--- src/rtl/if_fetch_stage_if.sv ---
// Bus bundle for the instruction-fetch stage. It carries the ROM address and data,
// the hazard and redirect controls, and the IF/ID pipeline register outputs.
// The master modport is the fetch stage. The slave modport is the surrounding pipeline.
interface if_fetch_stage_if;
    logic [12:0] rom_pc;
    logic [31:0] rom_instr;
    logic        stall;
    logic        redirect;
    logic [31:0] redirect_pc;
    logic        if_id_valid;
    logic [31:0] if_id_pc;
    logic [31:0] if_id_instr;
    logic        misalign;
    logic        halted;
    logic [31:0] fetch_cnt;

    modport master (
        output rom_pc,
        input  rom_instr,
        input  stall,
        input  redirect,
        input  redirect_pc,
        output if_id_valid,
        output if_id_pc,
        output if_id_instr,
        output misalign,
        output halted,
        output fetch_cnt
    );

    modport slave (
        input  rom_pc,
        output rom_instr,
        output stall,
        output redirect,
        output redirect_pc,
        input  if_id_valid,
        input  if_id_pc,
        input  if_id_instr,
        input  misalign,
        input  halted,
        input  fetch_cnt
    );
endinterface

--- src/rtl/if_fetch_stage.sv ---
// Instruction-fetch stage of the RV32IM pipeline. It owns the PC and drives the
// combinational ROM address, then captures ROM data into the IF/ID register.
// It also handles stall, branch/jump redirect and halt-on-EBREAK.
module if_fetch_stage #(
    parameter logic [31:0] RESET_PC  = 32'h0000_0000,
    parameter logic [31:0] NOP_INSTR = 32'h0000_0013,
    parameter logic [31:0] EBREAK    = 32'h0010_0073
) (
    input  logic            clk,
    input  logic            rst,
    if_fetch_stage_if.master bus
);

    typedef enum logic [1:0] {
        BOOT = 2'd0,
        RUN  = 2'd1,
        HALT = 2'd2
    } state_t;

    state_t      state_q;
    logic [31:0] pc_q;
    logic        if_id_valid_q;
    logic [31:0] if_id_pc_q;
    logic [31:0] if_id_instr_q;
    logic        misalign_q;
    logic        halted_q;
    logic [31:0] fetch_cnt_q;
    logic [31:0] redirect_pc_d;

    // Redirect target with the low two bits dropped, so the PC always stays word aligned.
    always_comb begin
        redirect_pc_d = {bus.redirect_pc[31:2], 2'b00};
    end

    // Fetch FSM. Handles the PC, the IF/ID register, the misalign pulse, the halt flag and the fetch counter.
    // NOTE: every state register uses non-blocking assignments, so all of them see the pre-edge values.
    always_ff @(posedge clk or posedge rst) begin
        if (rst) begin
            state_q       <= BOOT;
            pc_q          <= RESET_PC;
            if_id_valid_q <= 1'b0;
            if_id_pc_q    <= 32'h0;
            if_id_instr_q <= NOP_INSTR;
            misalign_q    <= 1'b0;
            halted_q      <= 1'b0;
            fetch_cnt_q   <= 32'h0;
        end else begin
            // misalign is a single-cycle pulse. It is cleared here and raised only by a redirect below.
            misalign_q <= 1'b0;
            case (state_q)
                BOOT: begin
                    // The ROM output for RESET_PC is not trusted on the first cycle, so this cycle only idles.
                    state_q <= RUN;
                end
                RUN: begin
                    if (bus.redirect) begin
                        pc_q          <= redirect_pc_d;
                        if_id_valid_q <= 1'b0;
                        if_id_pc_q    <= 32'h0;
                        if_id_instr_q <= NOP_INSTR;
                        misalign_q    <= |bus.redirect_pc[1:0];
                    end else if (!bus.stall) begin
                        if_id_valid_q <= 1'b1;
                        if_id_pc_q    <= pc_q;
                        if_id_instr_q <= bus.rom_instr;
                        fetch_cnt_q   <= fetch_cnt_q + 32'd1;
                        if (bus.rom_instr == EBREAK) begin
                            // The PC stays on the EBREAK, so a later redirect is the only way forward.
                            state_q  <= HALT;
                            halted_q <= 1'b1;
                        end else begin
                            pc_q <= pc_q + 32'd4;
                        end
                    end
                end
                HALT: begin
                    if (bus.redirect) begin
                        // A taken branch older than the EBREAK cancels the halt.
                        pc_q          <= redirect_pc_d;
                        if_id_valid_q <= 1'b0;
                        if_id_pc_q    <= 32'h0;
                        if_id_instr_q <= NOP_INSTR;
                        misalign_q    <= |bus.redirect_pc[1:0];
                        state_q       <= RUN;
                        halted_q      <= 1'b0;
                    end else if (!bus.stall) begin
                        if_id_valid_q <= 1'b0;
                        if_id_pc_q    <= 32'h0;
                        if_id_instr_q <= NOP_INSTR;
                    end
                end
                default: begin
                    state_q  <= RUN;
                    halted_q <= 1'b0;
                end
            endcase
        end
    end

    assign bus.rom_pc      = pc_q[12:0];
    assign bus.if_id_valid = if_id_valid_q;
    assign bus.if_id_pc    = if_id_pc_q;
    assign bus.if_id_instr = if_id_instr_q;
    assign bus.misalign    = misalign_q;
    assign bus.halted      = halted_q;
    assign bus.fetch_cnt   = fetch_cnt_q;

endmodule

--- src/flat_wrapper.sv ---
// flat-port wrapper written by rule: the top's interface ports become plain ports
module if_fetch_stage_flat 
#(
    parameter logic [31:0] RESET_PC  = 32'h0000_0000,
    parameter logic [31:0] NOP_INSTR = 32'h0000_0013,
    parameter logic [31:0] EBREAK    = 32'h0010_0073
)
  (clk, rst, bus_rom_pc, bus_rom_instr, bus_stall, bus_redirect, bus_redirect_pc, bus_if_id_valid, bus_if_id_pc, bus_if_id_instr, bus_misalign, bus_halted, bus_fetch_cnt);
  if_fetch_stage_if bus_i ();
  input  logic clk;
  input  logic rst;
  output wire logic [$bits(bus_i.rom_pc)-1:0] bus_rom_pc;
  input wire logic [$bits(bus_i.rom_instr)-1:0] bus_rom_instr;
  input wire logic [$bits(bus_i.stall)-1:0] bus_stall;
  input wire logic [$bits(bus_i.redirect)-1:0] bus_redirect;
  input wire logic [$bits(bus_i.redirect_pc)-1:0] bus_redirect_pc;
  output wire logic [$bits(bus_i.if_id_valid)-1:0] bus_if_id_valid;
  output wire logic [$bits(bus_i.if_id_pc)-1:0] bus_if_id_pc;
  output wire logic [$bits(bus_i.if_id_instr)-1:0] bus_if_id_instr;
  output wire logic [$bits(bus_i.misalign)-1:0] bus_misalign;
  output wire logic [$bits(bus_i.halted)-1:0] bus_halted;
  output wire logic [$bits(bus_i.fetch_cnt)-1:0] bus_fetch_cnt;
  assign bus_rom_pc = bus_i.rom_pc;
  assign bus_i.rom_instr = bus_rom_instr;
  assign bus_i.stall = bus_stall;
  assign bus_i.redirect = bus_redirect;
  assign bus_i.redirect_pc = bus_redirect_pc;
  assign bus_if_id_valid = bus_i.if_id_valid;
  assign bus_if_id_pc = bus_i.if_id_pc;
  assign bus_if_id_instr = bus_i.if_id_instr;
  assign bus_misalign = bus_i.misalign;
  assign bus_halted = bus_i.halted;
  assign bus_fetch_cnt = bus_i.fetch_cnt;
  if_fetch_stage #(.RESET_PC(RESET_PC), .NOP_INSTR(NOP_INSTR), .EBREAK(EBREAK)) u_core (.clk(clk), .rst(rst), .bus(bus_i));
endmodule
--- config.mk ---
export PLATFORM = sky130hd
export DESIGN_NAME = if_fetch_stage_flat
export DESIGN_NICKNAME = d
export VERILOG_FILES = /design/src/rtl/if_fetch_stage_if.sv /design/src/rtl/if_fetch_stage.sv /design/src/flat_wrapper.sv
export SDC_FILE = /design/constraint.sdc
export NUM_CORES = 1
export LEC_CHECK = 0
export BUFFER_PORTS_ARGS = -buffer_cell sky130_fd_sc_hd__buf_2
export CORE_ASPECT_RATIO = 0.5
export CORE_MARGIN = 2
export CORE_UTILIZATION = 55
export DETAILED_ROUTE_END_ITERATION = 7
export PLACE_DENSITY = 0.81
export SLEW_MARGIN = 0
export SYNTH_ARGS = -nofsm -noshare
export SYNTH_HDL_FRONTEND = slang
export SYNTH_SLANG_ARGS = --single-unit
--- constraint.sdc ---
create_clock -name clk -period 6.25 [get_ports clk]
set_input_delay 0.3125 -clock clk [delete_from_list [all_inputs] [get_ports clk]]
set_output_delay 0.3125 -clock clk [all_outputs]
set_load 0.05 [all_outputs]
==> impl_metrics.toml, run 1 <==
[run_status]
outcome = "finished, final reports clean"

[critical_path]
end_kind = "flip-flop"
r2r_cells = 6
critPathLaunchType = "flip-flop"
regToRegStartpoint = "u_core.state_q[1]"
crit_required_ps = 6550
r2r_end = "u_core.state_q[0]"
cp.arrival_ps = 3090
cp-endpoint = "u_core.state_q[0]"
cp-startpoint = "u_core.state_q[1]"
cp_max_fo = 50
path_class = "reg2reg"
rrSetupSlack_ps = 3460

[yosys]
synth_warnings = 0
ys_ff_latch = 130
async_flop_share_pct = 100.0
ys.flop_type = "dfrtp_1"
postSynthAreaPerCell_um2 = 10.92
netlist_instances = 563
synth_edf_count = 0
synth_area_um2 = 6146
ys_seq_area_share_pct = 52.99
ys_types = 63

[finish]
multiInputGateArea_um2 = 2586
mostFrequentLayoutCells = "buf_2 (177), dfrtp_1 (127), a22o_1 (51)"
nFillCells = 852
post-route-util_pct = 69.67
layout-drive-gt1-share_pct = 32.55
nNetsFinal = 785
fin_area_um2 = 7626
final_common_cell = "buf_2"
register_area_um2 = 3257
stdcell_count = 870
diodes = 0
area_growth_pct = 24.08

[route]
route.detailed.drc = 0
wl_per_cell_um = 18.83
vias = 5324
drtPass1Iterations = 5
drt_iter0_drc = 499
wirelength_um = 16390
detail-route-antenna-nets = 0
via_per_inst = 6.120

[hold_path]
min_path_type = "in2async"

[clock_tree]
clk_latency_ps = 420
cts-resized-gates = 0
cts_sinks = 130
cts_buffers = 17
cts_tree = "built"
clockBufferDepth = 2
path_clk_slew_ps = 60
root_buffer = "clkbuf_16"
htreeDepth = 4
cts_hold_buf = 0
postCtsSetupBuffers = 0

[sta]
skew_ps = 12.84
whs_ps = 15.24
slew_viol_final = 0
layout_worst_path_cycle_share_pct = 44.65
slew_headroom_pct = 19.84
fin_tns_setup_ps = 0
fin_crit_ps = 2791
tightest_slew_ps = 1200
setup_viol = 0
finalHoldViolCount = 0
max_freq_mhz = 358.3
rsz0062_at_grt = "false"
finalWorstSetupSlack_ps = 3459

[placed_design]
place_ws_ps = 3450
port_buffers = 177
dp_hpwl_um = 10770
place_area_um2 = 7010
dp.cells = 838
gp_congestion = 0.8583

[power_and_ir_drop]
power.leakage_nw = 3.768
peakVddDrop_mv = 0.1694
p_total_mw = 2.517
power-per-cell-area_nw_per_um2 = 330.1

[die]
rows = 27
fp.dieW_um = 153.5
ios = 180
fp.dieArea_um2 = 12090
coreArea_um2 = 10950
die_h_um = 78.75
start_util_pct = 56.15

[global_routing]
overflow = 0
grt_usage_pct = 27.13
grt_pass1_wl_um = 26080
grt_max_degree = 74
grt_pass1_vias = 5090
antenna_found_initial = 0

[run]
maxCapViolCount = 0
-- cells in the mapped netlist (15+ instances only) --
master | instances | share of area (%)
nor2_1 | 25 | 1.5
a2bb2oi_1 | 15 | 2.1
clkbuf_1 | 31 | 1.9
inv_1 | 15 | 0.92
o21ai_0 | 17 | 1.4
a22o_1 | 51 | 7.3
xnor2_1 | 20 | 2.9
nand4_1 | 19 | 1.9
nand2_1 | 40 | 2.4
buf_4 | 16 | 2.0
nand3_1 | 28 | 2.3
dfrtp_1 | 127 | 52
a221oi_1 | 17 | 2.4
-- how the worst min path moves through the flow --
stage,depth (start not counted),slack [ps],to,from
finish,2,20,u_core.bus.fetch_cnt[15],rst
global route,2,70,u_core.bus.if_id_instr[12],rst
CTS,2,30,u_core.bus.fetch_cnt[30],rst
detailed placement,2,460,u_core.bus.if_id_valid,u_core.bus.if_id_valid
global placement,2,460,u_core.bus.if_id_valid,u_core.bus.if_id_valid
floorplan,1,440,u_core.bus.if_id_instr[0],bus_rom_instr[0]
-- cell type report --
cell class              instances  share of cell area [%]
flip-flops and latches        130                   42.71
repair buffers                182                   12.11
multi-input cells             365                   33.91
clock buffers                  21                   6.038
inverters                      16                  0.8203
well taps                     145                   2.379
clock inverters                11                   2.034
-- where the power goes --
group          leakage [nW]  internal [mW]  switching, mW  total (mW)
clock network         0.297          0.651          0.377        1.03
registers              1.67          0.914         0.0827       0.997
logic                  1.80          0.139          0.354       0.492
-- metal layers --
layer | GRT usage (%) | wire, µm | up-vias
li1 | - | - | 2428
met1 | 37.35 | 7134 | 2642
met2 | 43.33 | 7892 | 229
met3 | 6.168 | 1117 | 25
met4 | 8.899 | 242 | 0
met5 | 0 | 0 | -
-- sequential cells by signal, indices dropped and copies added (netlist names) --
register,cells
u_core.bus.if_id_valid,1
u_core.bus.halted,1
u_core.bus.if_id_instr,32
u_core.pc_q,30
u_core.bus.misalign,1
u_core.bus.fetch_cnt,32
u_core.bus.if_id_pc,31
u_core.state_q,2
-- worst max-delay path, cell delays in order (launching register included) --
cell and delay [ps]:
dfrtp_1 380, inv_1 90, ha_1 230, nor3b_1 550, nor2b_4 1070, nand2_1 180
o21a_1 160
-- logic make-up (layout without fill, tap and decap cells) --
kind of cell    Yosys count  after routing  share of synthesized area (%)
simple gates            163            163                          15.02
compound gates          162            162                          20.85
flops                   130            130                          52.99
buf+inv                  69            230                          5.273
xor+xnor                 31             31                          4.418
fa+ha+maj                 5              5                          1.018
mux                       2              2                         0.3664
other cells               1              2                        0.06102
Power figures use the tool's default switching activity.
==> run 2, diff against run 1 <==
- CORE_UTILIZATION: 55 -> 52
- PLACE_DENSITY: 0.81 -> 0.77
- clock period: 6.25 -> 2.9 ns (I/O delays scaled with it)
==> run 2 against run 1 <==
Final cell count increased by 6.7%. Critical path depth stayed put. Die area grew 5.5%. Power is 120% higher. Global-route usage increased by 1.0 points. Hold slack better by 23 ps. Via count grew 3.8%. Sequential share of layout area decreased by 2.6 points. Sequential power up 110%. Maximum frequency up 18%. Highest routed layer unchanged.
==> impl_metrics.toml, run 2 (synthesis gave the netlist of run 1 again) <==
[die]
fp.dieW_um = 157.7
coreArea_um2 = 11250
start_util_pct = 54.63
rows = 27
die_h_um = 80.88
ios = 180
fp.dieArea_um2 = 12760

[critical_path]
worst-path-buf-inv = 1
cp_max_fo = 19
crit_chain = "inv_1 -> ha_1 -> nor2_1 -> o21ai_2 -> a21oi_2 -> mux2_2"
crit_slowest_cell = "a21oi_2"
critPathLaunchType = "flip-flop"
cp.arrival_ps = 2670
cpLargestDelayFamily = "compound AO/OA/AOI/OAI gates"
end_kind = "flip-flop"
crit_required_ps = 3200
slowest_delay_ps = 750
path_class = "reg2reg"

[sta]
tightest_slew_ps = 987.1
slew_viol_final = 0
skew_ps = 5.503
fin_tns_setup_ps = 0
slew_headroom_pct = 34.20
max_freq_mhz = 422.7
setup_viol = 0
finalHoldViolCount = 0
fin_crit_ps = 2366
rsz0062_at_grt = "false"
layout_worst_path_cycle_share_pct = 81.57

[route]
drt_iter0_drc = 452
route.detailed.drc = 0
drtPass1Iterations = 5
vias = 5524
wl_per_cell_um = 18.64
wirelength_um = 17300
via_per_inst = 5.953
detail-route-antenna-nets = 0

[finish]
diodes = 0
mostFrequentLayoutCells = "buf_2 (177), dfrtp_1 (127), a22o_1 (51)"
nNetsFinal = 829
layout-drive-gt1-share_pct = 32.12
area_growth_pct = 32.23
post-route-util_pct = 72.24
final_common_cell = "buf_2"

[global_routing]
antenna_found_initial = 0
overflow = 0
grt_usage_pct = 28.13
grt_pass1_wl_um = 27710
grt_max_degree = 41
grt_pass1_vias = 5387

[hold_path]
min_path_type = "in2reg"

[clock_tree]
cts_tree = "built"
clockBufferDepth = 2
path_clk_slew_ps = 60
postCtsSetupBuffers = 0
cts-resized-gates = 0
htreeDepth = 4
clk_latency_ps = 420
cts_buffers = 17
cts_sinks = 130
root_buffer = "clkbuf_16"
cts_hold_buf = 35

[run_status]
outcome = "finished, final reports clean"

[power_and_ir_drop]
power-per-cell-area_nw_per_um2 = 687.7
peakVddDrop_mv = 0.4443
power.leakage_nw = 3.972

[run]
maxCapViolCount = 0

[placed_design]
gp_congestion = 0.8409
dp_hpwl_um = 11340
port_buffers = 177
-- run 2: layout make-up --
type	count	area, µm²
well taps	159	198.9
inverters	16	63.81
fillers	817	3123
repair buffers	226	1379
multi-input cells	365	2586
clock inverters	14	202.7
clock buffers	18	439.2
flip-flops and latches	130	3257
-- run 2: power breakdown --
| part | switching [mW] | total, mW | internal, mW |
|---|---|---|---|
| Combinational | 0.780 | 1.12 | 0.341 |
| Clock | 0.856 | 2.33 | 1.47 |
| Sequential | 0.167 | 2.14 | 1.97 |
-- run 2: tightest hold or removal path, stage by stage --
cell     delay, ps
buf_2           80
a32oi_1         40
o22ai_1        140
-- run 2: metal layers --
metal	vias to the layer above	share of wire, %	GRT usage [%]
met1	2801	43	36.38
met3	22	5.5	5.656
li1	2507	-	-
met4	0	1.5	9.182
met5	-	0	0
met2	194	50	48.26
-- run 2: final timing paths --
check | start | end | slack (ps) | depth (start not counted)
setup / recovery | u_core.state_q[0] | u_core.pc_q[3] | 530 | 6
setup reg to reg | u_core.state_q[0] | u_core.pc_q[3] | 530 | 6
hold reg to reg | u_core.bus.if_id_pc[12] | u_core.bus.if_id_pc[12] | 470 | 2
max in group asynchronous | rst | u_core.pc_q[29] | 1720 | 4
hold / removal | bus_redirect_pc[12] | u_core.pc_q[12] | 40 | 3
min in group asynchronous | rst | u_core.bus.if_id_instr[9] | 380 | 3
-- run 2: metrics by stage --
| stage | cells | hold WS [ps] | power (mW) | area [µm²] | worst slack [ps] |
|---|---|---|---|---|---|
| after floorplan | 564 | 272.7 | 2.961 | 6153 | 811.4 |
| after global placement | 861 | 296.8 | 3.220 | 7134 | 660.0 |
| after detailed placement | 861 | 298.0 | 3.238 | 7134 | 595.2 |
| after CTS | 928 | 33.36 | 5.600 | 8127 | 579.1 |
| after global routing | 928 | 29.75 | 5.779 | 8127 | 329.8 |
| final | 928 | 37.76 | 5.589 | 8127 | 534.4 |
==> run 3, diff against run 2 <==
- clock period: 2.9 -> 2.2 ns (I/O delays scaled with it)
==> run 3 against run 2 <==
Core utilization is 0.73 points higher. Critical path type is now in2reg. Combinational power increased by 35%. Final cell count rose by 2.4%. Worst setup slack worse by 430 ps. Clock power up 11%. Flip-flop and latch count did not move. Power up 24%. Via count grew 1.1%. Clock skew is 1.8 ps higher. Final area is 1.0% higher.
==> impl_metrics.toml, run 3 (synthesis gave the netlist of run 1 again) <==
[power_and_ir_drop]
power-per-cell-area_nw_per_um2 = 841.6
peakVddDrop_mv = 0.5412
power.leakage_nw = 4.022

[route]
route.detailed.drc = 0
drt_iter0_drc = 335
vias = 5586
via_per_inst = 5.880
wl_per_cell_um = 18.14
detail-route-antenna-nets = 0
drtPass1Iterations = 5
wirelength_um = 17230

[global_routing]
grt_usage_pct = 27.72
grt_busiest_layer = "met2"
grt_pass1_vias = 5347
antenna_found_initial = 0
grtUsageMet2_pct = 44.83
grt_use_met1_pct = 36.93
grt_pass1_wl_um = 27310
overflow = 0
grt_max_degree = 88
grt_use_met3_pct = 6.510

[placed_design]
port_buffers = 177
dp.cells = 880
dp_hpwl_um = 11710
gp_congestion = 0.8825

[critical_path]
crit_required_ps = 2500
cp.arrival_ps = 2390
critPathLaunchType = "input port"
cp_max_fo = 11
path_class = "in2reg"
end_kind = "flip-flop"

[clock_tree]
clockBufferDepth = 2
root_buffer = "clkbuf_16"
cts_buffers = 17
htreeDepth = 4
clk_latency_ps = 410
cts_tree = "built"
cts_sinks = 130
path_clk_slew_ps = 60

[sta]
slew_viol_final = 0
setup_viol = 0
skew_ps = 7.270
finalHoldViolCount = 0
tightest_slew_ps = 632.1
slew_headroom_pct = 57.86
layout_worst_path_cycle_share_pct = 95.06
fin_crit_ps = 2091
whs_ps = 21.50
max_freq_mhz = 478.2

[die]
fp.dieArea_um2 = 12760
die_h_um = 80.88
start_util_pct = 54.63
coreArea_um2 = 11250
fp.dieW_um = 157.7
rows = 27
ios = 180

[run_status]
outcome = "finished, final reports clean"

[finish]
area_growth_pct = 33.57
final_common_cell = "buf_2"
diodes = 0
register_area_um2 = 3257
nFillCells = 856
layout-drive-gt1-share_pct = 34.01
stdcell_count = 950
nNetsFinal = 851
mostFrequentLayoutCells = "buf_2 (177), dfrtp_1 (127), a22o_1 (51)"
multiInputGateArea_um2 = 2611

[run]
maxCapViolCount = 0

[hold_path]
min_path_type = "in2reg"
run 3: repair_timing:
action / in CTS / in global routing
endpoints found under the setup margin: 0 / 30
endpoints found under the hold margin: 52 / 0
gates resized for setup: 0 / 5
buffers inserted: 0 / 1
hold buffers: 37 / 0
run 3: cell type report:
cell class / instances / share of cell area [%]
sequential: 130 / 39.67
multi-input combinational: 365 / 31.81
timing repair buffer: 248 / 18.72
clock buffer: 20 / 5.563
tap: 159 / 2.423
clock inverter: 12 / 1.036
inverter: 16 / 0.7773
run 3: routing by layer:
layer	vias up	wire, µm
li1	2568	-
met1	2744	7620
met2	232	8103
met3	42	1104
met4	0	403
met5	-	0
run 3: critical path, stage by stage:
cell           delay [ps]
dlygate4sd3_1         540
buf_2                 130
nor4_1                430
nand4_1               290
o21ai_4               330
buf_4                 240
a221oi_1              110
o22a_1                210
run 3: stage by stage:
stage	area (µm²)	utilization, %	TNS (ps)	worst slack [ps]	total power, mW
CTS	8177	72.68	0	59.50	6.930
detailed placement	7264	64.58	0	130.7	4.298
global placement	7264	64.58	0	173.4	4.271
finish	8209	72.97	0	108.8	6.909
global route	8209	72.97	-15.43	-9.265	7.159
floorplan	6153	-	0	111.4	3.903
run 3: path summary, 6_finish.rpt:
| check | from | end | slack, ps | cells past startpoint |
|---|---|---|---|---|
| worst max-delay path | bus_rom_instr[14] | u_core.pc_q[25] | 110 | 8 |
| worst min-delay path | bus_redirect_pc[21] | u_core.pc_q[21] | 20 | 3 |
| worst max register to register | u_core.pc_q[4] | u_core.pc_q[11] | 130 | 6 |
| worst min register to register | u_core.bus.if_id_valid | u_core.bus.if_id_valid | 470 | 2 |
| max in group asynchronous | rst | u_core.bus.if_id_instr[1] | 1160 | 4 |
| min in group asynchronous | rst | u_core.bus.if_id_instr[23] | 250 | 3 |
run 3: power breakdown:
group	internal [mW]	leakage (nW)	switching (mW)
Combinational	0.471	2.11	1.04
Clock	1.50	0.246	1.09
Sequential	2.60	1.67	0.214
